--- config.mk ---
export PLATFORM = sky130hd
export DESIGN_NAME = fb_lut_arbiter
export DESIGN_NICKNAME = d
export VERILOG_FILES = /design/src/rtl/fb_lut_pkg.sv /design/src/rtl/fb_rr_arb2.sv /design/src/rtl/fb_lut_arbiter.sv
export SDC_FILE = /design/constraint.sdc
export NUM_CORES = 1
export LEC_CHECK = 0
export CAP_MARGIN = 20
export CORE_MARGIN = 2
export CORE_UTILIZATION = 42
export CTS_CLUSTER_SIZE = 40
export DETAILED_ROUTE_END_ITERATION = 8
export GPL_TIMING_DRIVEN = 0
export MAX_ROUTING_LAYER = met4
export PLACE_DENSITY = 0.9
export SLEW_MARGIN = 5
export SYNTH_ARGS = -nofsm -noshare
export SYNTH_HDL_FRONTEND = slang
export SYNTH_SLANG_ARGS = --single-unit
--- constraint.sdc ---
create_clock -name clk -period 3.8 [get_ports clk]
set_input_delay 0.38 -clock clk [delete_from_list [all_inputs] [get_ports clk]]
set_output_delay 0.38 -clock clk [all_outputs]
set_load 0.02 [all_outputs]
--- src/rtl/fb_lut_pkg.sv ---
// Shared types for the feedback LUT port-B arbiter: LUT select codes, requester ids,
// FSM states and default LUT geometry.
package fb_lut_pkg;

    localparam int unsigned ADDR_W_DEF = 15;
    localparam int unsigned DATA_W_DEF = 7;

    typedef enum logic [1:0] {
        SelBpm1I = 2'd0,
        SelBpm1Q = 2'd1,
        SelBpm2I = 2'd2,
        SelBpm2Q = 2'd3
    } lut_sel_e;

    typedef enum logic {
        ReqHost = 1'b0,
        ReqCal  = 1'b1
    } req_id_e;

    typedef enum logic [1:0] {
        StIdle   = 2'd0,
        StAccess = 2'd1,
        StWait   = 2'd2,
        StDone   = 2'd3
    } arb_state_e;

    function automatic logic [3:0] sel_onehot(input logic [1:0] sel);
        return 4'b0001 << sel;
    endfunction

endpackage

--- src/rtl/fb_rr_arb2.sv ---
// Two-input round-robin arbiter; the priority pointer moves past the winner whenever a
// grant is taken, so a contested request alternates between host and calibration loader.
module fb_rr_arb2
    import fb_lut_pkg::*;
(
    input  logic       clk_i,
    input  logic       rst_ni,
    input  logic [1:0] req_i,
    input  logic       update_i,
    output req_id_e    winner_o
);

    req_id_e prio_q, prio_d;

    always_comb begin
        winner_o = ReqHost;
        if (req_i == 2'b11) begin
            winner_o = prio_q;
        end else if (req_i[1]) begin
            winner_o = ReqCal;
        end
    end

    always_comb begin
        prio_d = prio_q;
        if (update_i && (req_i != 2'b00)) begin
            prio_d = (winner_o == ReqHost) ? ReqCal : ReqHost;
        end
    end

    always_ff @(posedge clk_i or negedge rst_ni) begin
        if (!rst_ni) begin
            prio_q <= ReqHost;
        end else begin
            prio_q <= prio_d;
        end
    end

endmodule

--- src/rtl/fb_lut_arbiter.sv ---
// Shares LUT port B between the host and the calibration loader, one access in flight.
// Define FB_LUT_WR_COUNT_EN to build the completed-write counter on wr_count.
module fb_lut_arbiter
    import fb_lut_pkg::*;
#(
    parameter int unsigned ADDR_W = ADDR_W_DEF,
    parameter int unsigned DATA_W = DATA_W_DEF,
    parameter int unsigned RD_LAT = 2
) (
    input  logic              clk,
    input  logic              rst_n,
    input  logic              store_strb,
    input  logic              h_req,
    input  logic              h_we,
    input  logic [1:0]        h_sel,
    input  logic [ADDR_W-1:0] h_addr,
    input  logic [DATA_W-1:0] h_din,
    output logic              h_gnt,
    output logic              h_done,
    output logic [DATA_W-1:0] h_dout,
    input  logic              c_req,
    input  logic              c_we,
    input  logic [1:0]        c_sel,
    input  logic [ADDR_W-1:0] c_addr,
    input  logic [DATA_W-1:0] c_din,
    output logic              c_gnt,
    output logic              c_done,
    output logic [DATA_W-1:0] c_dout,
    output logic [ADDR_W-1:0] lut_addrb,
    output logic [DATA_W-1:0] lut_dinb,
    output logic [3:0]        lut_web,
    input  logic [DATA_W-1:0] lut_doutb0,
    input  logic [DATA_W-1:0] lut_doutb1,
    input  logic [DATA_W-1:0] lut_doutb2,
    input  logic [DATA_W-1:0] lut_doutb3,
    output logic              locked,
    output logic [15:0]       wr_count
);

    localparam logic [1:0] WaitLast = 2'(RD_LAT - 1);

    arb_state_e        state_q, state_d;
    req_id_e           winner_q, arb_winner;
    logic              we_q;
    logic [1:0]        sel_q;
    logic [1:0]        wcnt_q, wcnt_d;
    logic [ADDR_W-1:0] lut_addrb_q;
    logic [DATA_W-1:0] lut_dinb_q;
    logic [DATA_W-1:0] h_dout_q, c_dout_q;
    logic [DATA_W-1:0] rd_data;
    logic              h_req_q, c_req_q, locked_q;
    logic [1:0]        req_vec;
    logic              arb_update, rd_capture;

    // A request must be seen on two consecutive cycles; this also ignores the stale
    // req still high in the cycle a requester drops it after done.
    assign req_vec = {c_req & c_req_q, h_req & h_req_q};

    fb_rr_arb2 u_arb (
        .clk_i    (clk),
        .rst_ni   (rst_n),
        .req_i    (req_vec),
        .update_i (arb_update),
        .winner_o (arb_winner)
    );

    always_comb begin
        state_d    = state_q;
        wcnt_d     = wcnt_q;
        arb_update = 1'b0;
        unique case (state_q)
            StIdle: begin
                if (!store_strb && (req_vec != 2'b00)) begin
                    arb_update = 1'b1;
                    state_d    = StAccess;
                end
            end
            StAccess: begin
                wcnt_d  = 2'd0;
                state_d = we_q ? StDone : StWait;
            end
            StWait: begin
                if (wcnt_q == WaitLast) begin
                    state_d = StDone;
                end else begin
                    wcnt_d = wcnt_q + 2'd1;
                end
            end
            StDone: state_d = StIdle;
            default: state_d = StIdle;
        endcase
    end

    always_comb begin
        rd_data = lut_doutb0;
        unique case (sel_q)
            2'd0: rd_data = lut_doutb0;
            2'd1: rd_data = lut_doutb1;
            2'd2: rd_data = lut_doutb2;
            2'd3: rd_data = lut_doutb3;
            default: rd_data = lut_doutb0;
        endcase
    end

    assign rd_capture = (state_q == StWait) && (wcnt_q == WaitLast);

    always_ff @(posedge clk or negedge rst_n) begin
        if (!rst_n) begin
            state_q     <= StIdle;
            wcnt_q      <= 2'd0;
            winner_q    <= ReqHost;
            we_q        <= 1'b0;
            sel_q       <= 2'd0;
            lut_addrb_q <= '0;
            lut_dinb_q  <= '0;
            h_dout_q    <= '0;
            c_dout_q    <= '0;
            h_req_q     <= 1'b0;
            c_req_q     <= 1'b0;
            locked_q    <= 1'b0;
        end else begin
            state_q  <= state_d;
            wcnt_q   <= wcnt_d;
            h_req_q  <= h_req;
            c_req_q  <= c_req;
            locked_q <= store_strb & (h_req | c_req);
            if (arb_update) begin
                winner_q <= arb_winner;
                if (arb_winner == ReqCal) begin
                    we_q        <= c_we;
                    sel_q       <= c_sel;
                    lut_addrb_q <= c_addr;
                    lut_dinb_q  <= c_din;
                end else begin
                    we_q        <= h_we;
                    sel_q       <= h_sel;
                    lut_addrb_q <= h_addr;
                    lut_dinb_q  <= h_din;
                end
            end
            if (rd_capture) begin
                if (winner_q == ReqCal) begin
                    c_dout_q <= rd_data;
                end else begin
                    h_dout_q <= rd_data;
                end
            end
        end
    end

`ifdef FB_LUT_WR_COUNT_EN
    logic [15:0] wr_count_q;

    always_ff @(posedge clk or negedge rst_n) begin
        if (!rst_n) begin
            wr_count_q <= 16'd0;
        end else if ((state_q == StDone) && we_q) begin
            wr_count_q <= wr_count_q + 16'd1;
        end
    end

    assign wr_count = wr_count_q;
`else
    assign wr_count = 16'd0;
`endif

    // Decoded from state so an asynchronous reset clears them immediately.
    assign lut_web   = ((state_q == StAccess) && we_q) ? sel_onehot(sel_q) : 4'b0000;
    assign h_gnt     = (state_q == StAccess) && (winner_q == ReqHost);
    assign c_gnt     = (state_q == StAccess) && (winner_q == ReqCal);
    assign h_done    = (state_q == StDone) && (winner_q == ReqHost);
    assign c_done    = (state_q == StDone) && (winner_q == ReqCal);
    assign h_dout    = h_dout_q;
    assign c_dout    = c_dout_q;
    assign lut_addrb = lut_addrb_q;
    assign lut_dinb  = lut_dinb_q;
    assign locked    = locked_q;

endmodule

==> results of run 1 <==
[routing by layer]
metal	share of wire (%)	routed length, µm	vias up
met5	0	0	-
met4	0.48	39	0
met3	8.1	651	6
met2	53	4290	142
met1	38	3080	1275
li1	-	-	1246
[worst max-delay path, stage by stage, from the launching register on]
cell	delay [ns]
dfrtp_1	0.39
clkbuf_1	0.49
inv_1	0.13
nor3_1	0.21
clkdlybuf4s50_1	0.63
[cell type report]
type,instances,area (µm²)
Fill cell,511,1990
Timing Repair Buffer,128,1290
Multi-Input combinational cell,181,1270
Sequential cell,48,1200
Buffer,41,238
Clock buffer,7,96.3
Tap cell,77,96.3
Clock inverter,1,30.0
Inverter,7,26.3
[kinds of logic (layout without fill, tap and decap cells)]
family          Yosys count  count (layout)  synth area share, %
simple gates             50              50                 10.8
fa+ha+maj                 6               6                 2.80
xor+xnor                  1               1                0.327
flops                    48              48                 44.9
mux                      24              24                 13.1
other cells               1              16                0.140
buf+inv                  48             184                 9.86
compound gates           84              84                 18.0
[final timing paths]
check / start / to
max in group asynchronous: rst_n / lut_dinb[4]
worst min register to register: c_dout[1] / c_dout[1]
worst min-delay path: rst_n / state_q[1]
worst max-delay path: sel_q[1] / lut_web[2]
worst max register to register: state_q[0] / lut_addrb[8]
min in group clk: c_dout[1] / c_dout[1]
[registers in the layout, summed over array words and instances (netlist names)]
signal / cells
c_dout: 7
c_req_q: 1
h_dout: 7
h_req_q: 1
locked: 1
lut_addrb: 15
lut_dinb: 7
sel_q: 2
state_q: 2
u_arb.prio_q: 1
wcnt_q: 2
we_q: 1
winner_q: 1
[placed cells by master (no fill, tap or decap), types with 2 or more instances in the layout]
master and n:
nand3b_1 2, clkdlybuf4s50_1 126, mux4_2 7, buf_4 16
dfrtp_1 48, mux2_2 14, clkbuf_8 7, nor2b_1 3
o21ai_1 2, nor2_1 6, nand4_1 25, ha_1 6
inv_1 7, nor3_1 2, buf_6 2, a21oi_1 27
o21ai_0 23, a211oi_1 2, clkbuf_1 16, nand2_1 4
a31oi_1 25, nand3_1 2, buf_2 7, a22o_1 2
conb_1 16, and2_1 3
[power by group through the flow]
stage / clock (mW) / sequential [mW] / combinational, mW
2_1_floorplan: 0 / 1.13 / 0.664
3_3_place_gp: 0 / 0.911 / 1.55
3_5_place_dp: 0 / 0.928 / 1.61
4_1_cts: 0.405 / 0.918 / 1.61
5_1_grt: 0.427 / 0.952 / 1.72
6_report: 0.399 / 0.916 / 1.60
[synth_stat cells (all sizes together), types with 2 or more instances]
cell     n  area (µm²)
a211oi   2        15.0
a21oi   27         135
a22o     2        17.5
a31oi   25         156
and2     3        18.8
buf     24         173
clkbuf  17        65.1
dfrtp   48        1200
ha       6        75.1
inv      7        26.3
mux2    16         184
mux4     7         158
nand2    4        15.0
nand3    2        10.0
nand3b   2        15.0
nand4   25         156
nor2     6        22.5
nor2b    3        18.8
nor3     2        10.0
o21ai   25         125
[metrics by stage]
| step | worst slack, ns | cell area, µm² |
|---|---|---|
| detailed placement | 1.57 | 4120 |
| floorplan | 2.11 | 2730 |
| CTS | 1.23 | 4250 |
| global placement | 1.05 | 4100 |
| global route | 1.08 | 4250 |
| finish | 1.27 | 4250 |
==> run summary, run 1 <==
WL/cell: 16.5 µm
Worst slew margin: 59.2%
Critical Path Fanout Max: 10
Status: complete, no violations
Pin count of the biggest net entering global routing: 26
Core Area: 6240 µm²
Arrival time worst endpoint: 2.15 ns
H-tree depth: 2
Final Wtd Congestion: 0.769
Post-CTS Setup Inserts: 0
Die Area: 7030 µm²
P_leak: 1.74 nW
Cell variety after synth: 35
Clk pwr share: 13.7%
PD cells: 685 nW/µm²
Worst min-delay path category: primary input to async pin
Area Growth Syn to Fin: 58.8%
Met1 Track Usage GR: 26.4%
# DRC: 0
CTS sink cnt: 48
CTS Root Cell: clkbuf_8
Async S/R FF share, synth: 100%
Max Cap Viol: 0
Clock Latency Late Sink: 0.30 ns
Inserted Clock Buffers: 5
1st-iter DRT viols: 93
Flop pwr share: 31.4%
Layout cells sized above 1: 14.0%
Nets: 501
Layout Cells excl Fill: 490
Logic gate share of total power: 54.8%
Row count: 29
Worst hold slack: 0.0748 ns
First-pass GRT wire length: 13000 µm
Ant diodes: 0
GR Overflow Total: 0
Crit. End Element: output port
Final Cycle Share: 66.5%
Starting Density: 42.9%
Met3 Usage GRT: 5.14%
Worst VDD drop: 0.425 mV
Io pins: 144
Synthesized instance count: 262
Post-synth EDFFs: 0
Switching Fraction: 38.4%
Main synth FF type: dfrtp_1
RSZ-0062 raised after global routing: false
Tightest Pin Transition: 0.612 ns
Yosys warnings: 0
Power consumption: 2.91 mW
Initial antenna violation count: 0
Global-route layer with the greatest usage: met2
Critical Path Source Type: flop
Syn Area/Cell: 10.2 µm²
Hold_buf cts: 0
Slew Limit Fails: 0
Initial DRT Pass Iterations: 4
Mapped Area: 2680 µm²
Final TNS setup: 0 ns
Placed insts: 482
Routed vias: 2669
Min Tclk post-route: 2.53 ns
Clk slew on worst S/H paths: 0.09 ns
Req. time, crit path: 3.42 ns
Internal power: 1.79 mW
R2R setup slack: 1.75 ns
CTS tree: built
Worst r2r path cells: 7
Skew final: 0.00803 ns
Synth Register Bits: 48
Final Hold Viols: 0
Setup CP Type: flop to output port
Global Route Usage Sum: 23.7%
Maximum buffer depth of the clock tree: 2
Total routed wirelength: 8060 µm
Post-CTS sizing: 0
Die H: 83.8 µm
Maximum clock rate: 396 MHz
Via density: 5.45
Die span in x: 83.8 µm
Met2 usage in global routing: 44.1%
Sequential share of the synthesized area: 44.9%
Switching power: 1.12 mW
Final antenna-violating net count: 0
Input/output buffers: 127
Vias in the first global route: 2684
Setup Viol. Count Final: 0
Hpwl dp: 6190 µm
Final Util: 68.1%
Note: power is estimated with default switching activity, not from simulation.
==> inputs of run 2 (changes only) <==
Settings changed: CORE_UTILIZATION 42 to 39, PLACE_DENSITY 0.9 to 0.85.
Clock period 3.8 ns to 2.5 ns, I/O delays scaled along.
==> run 2 against run 1 <==
Net effect:
- via count grew 0.26%
- worst setup slack lost 1.2 ns
- clock skew shrank 0.0039 ns
- critical endpoint unchanged
- highest routed layer unchanged
==> run summary, run 2 (same netlist as run 1, synthesis figures left out) <==
Status: complete, no violations
1st-iter DRT viols: 117 (+26%)
Row count: 30 (+3.4%)
Area Growth Syn to Fin: 57.7%
Vias in the first global route: 2690 (+0.22%)
Via density: 5.43 (-0.35%)
Crit. End Element: output port
Post-route cell area: 4220 µm² (-0.68%)
P_leak: 1.73 nW (-0.35%)
Core Area: 6720 µm² (+7.7%)
Die H: 86.8 µm (+3.6%)
Final TNS setup: 0 ns (unchanged)
Arrival time worst endpoint: 2.14 ns (about the same)
Die Area: 7540 µm² (+7.3%)
Setup CP Type: flop to output port
Final antenna-violating net count: 0 (unchanged)
Initial antenna violation count: 0 (unchanged)
Worst min-delay path category: primary input to async pin
Inserted Clock Buffers: 5 (unchanged)
Logic gate share of total power: 56.1% (+1.3 points)
DP Area: 4120 µm² (about the same)
Switching power: 1.74 mW (+56%)
Internal power: 2.57 mW (+43%)
Max Cap Viol: 0 (unchanged)
Maximum clock rate: 419 MHz
RSZ-0062 raised after global routing: false
Req. time, crit path: 2.25 ns (-1.17 ns)
Flop pwr share: 32.7% (+1.3 points)
CTS sink cnt: 48 (unchanged)
CTS tree: built
Starting Density: 39.8% (-3.1 points)
Io pins: 144 (unchanged)
Seq. cell area: 1200 µm² (unchanged)
Layout fillers: 567 (+11%)
Commonest cells after routing, fill and taps aside: 125 x clkdlybuf4s50_1, 48 x dfrtp_1, 27 x a21oi_1, 25 x nand4_1, 25 x a31oi_1
H-tree depth: 2 (unchanged)
Routed vias: 2676 (+0.26%)
Min Tclk post-route: 2.39 ns
Final Wtd Congestion: 0.869 (+13%)
WL/cell: 17.0 µm (+3.2%)
Final Cycle Share: 95.5%
PnR worst setup slack: 0.114 ns (-1.16 ns)
PD cells: 1020 nW/µm² (+49%)
Place WS: 0.334 ns (-1.24 ns)
Clk slew on worst S/H paths: 0.09 ns (about the same)
# DRC: 0 (unchanged)
Setup Viol. Count Final: 0 (unchanged)
Area of the multi-input gates: 1270 µm² (unchanged)
Critical Path Fanout Max: 6 (-4)
Initial DRT Pass Iterations: 5 (+1)
Die span in x: 86.8 µm (+3.6%)
Nets: 501 (unchanged)
CTS Root Cell: clkbuf_8
Global Route Usage Sum: 22.2% (-1.5 points)
Slew Limit Fails: 0 (unchanged)
GR Overflow Total: 0 (unchanged)
Final Hold Viols: 0 (unchanged)
First-pass GRT wire length: 12700 µm (-2.5%)
Total routed wirelength: 8370 µm (+3.8%)
Commonest non-fill, non-tap cell in the layout: clkdlybuf4s50_1
Hpwl dp: 6460 µm (+4.5%)
Switching Fraction: 40.4% (+2.0 points)
Max reg flops: 15 (unchanged)
Input/output buffers: 127 (unchanged)
Skew final: 0.00417 ns (-0.00386 ns)
Pin count of the biggest net entering global routing: 35 (+35%)
Worst VDD drop: 0.298 mV (-30%)
Maximum buffer depth of the clock tree: 2 (unchanged)
Final Util: 62.8% (-5.3 points)
Clock Latency Late Sink: 0.31 ns (about the same)
Clk pwr share: 11.3% (-2.4 points)
Critical Path Source Type: flop
Ant diodes: 0 (unchanged)
Layout cells sized above 1: 14.0% (unchanged)
run 2: cell types whose count changed in the layout (fill, tap and decap cells not counted), sizes merged:
cell / change
clkbuf: -3
clkinvlp: +2
clkdlybuf4s50: -1
dlygate4sd3: +1
dlymetal6s2s: +1
clkinv: +1
bufinv: -1
run 2: cell type report:
cell class	instances	share of cell area, %
clock buffer	5	1.63
inverter	7	0.623
timing repair buffer	129	30.8
buffer	40	5.54
multi-input combinational	181	30.0
clock inverter	3	0.563
sequential	48	28.5
tap	80	2.37
run 2: power groups by stage:
stage | Clock (mW) | Sequential, mW | Combinational [mW]
after CTS | 0.492 | 1.41 | 2.42
final | 0.485 | 1.41 | 2.42
after floorplan | 0 | 1.72 | 1.01
after global routing | 0.528 | 1.46 | 2.57
after global placement | 0 | 1.37 | 2.38
after detailed placement | 0 | 1.40 | 2.45
run 2: path summary, 6_finish.rpt:
kind	start	endpoint	slack, ns	cells past startpoint
max in group asynchronous	rst_n	sel_q[1]	1.59	3
worst min register to register	h_dout[3]	h_dout[3]	0.51	1
worst max register to register	state_q[0]	sel_q[0]	0.48	8
min in group clk	c_req	c_req_q	0.42	1
worst min-delay path	rst_n	locked	0.41	2
worst max-delay path	state_q[1]	lut_web[2]	0.11	5
run 2: metrics by stage:
stage | power [mW] | cells | hold slack (ns)
6_report | 4.31 | 493 | 0.408
5_1_grt | 4.56 | 493 | 0.425
4_1_cts | 4.32 | 493 | 0.404
3_5_place_dp | 3.85 | 485 | 0.190
3_3_place_gp | 3.75 | 484 | 0.486
2_1_floorplan | 2.73 | 277 | -0.0456
run 2: timing repair:
action,in CTS,in global routing
endpoints found under the hold margin,14,0
buffers inserted,0,0
gates cloned,0,0
hold buffers,1,0
setup endpoints to repair,1,1
pin swaps,0,0
gates resized for setup,0,1
run 2: metal layers:
layer  track usage (%)  part of all wire [%]
met2              39.8                    51
met3              3.90                   9.5
met1              25.0                    38
met4              7.10                   1.4
met5                 -                     0
run 2: worst max-delay path, stage by stage (launching register included):
cell	delay (ns)
dfrtp_1	0.44
inv_1	0.12
ha_1	0.26
nand2_1	0.14
nor3_1	0.21
clkdlybuf4s50_1	0.65
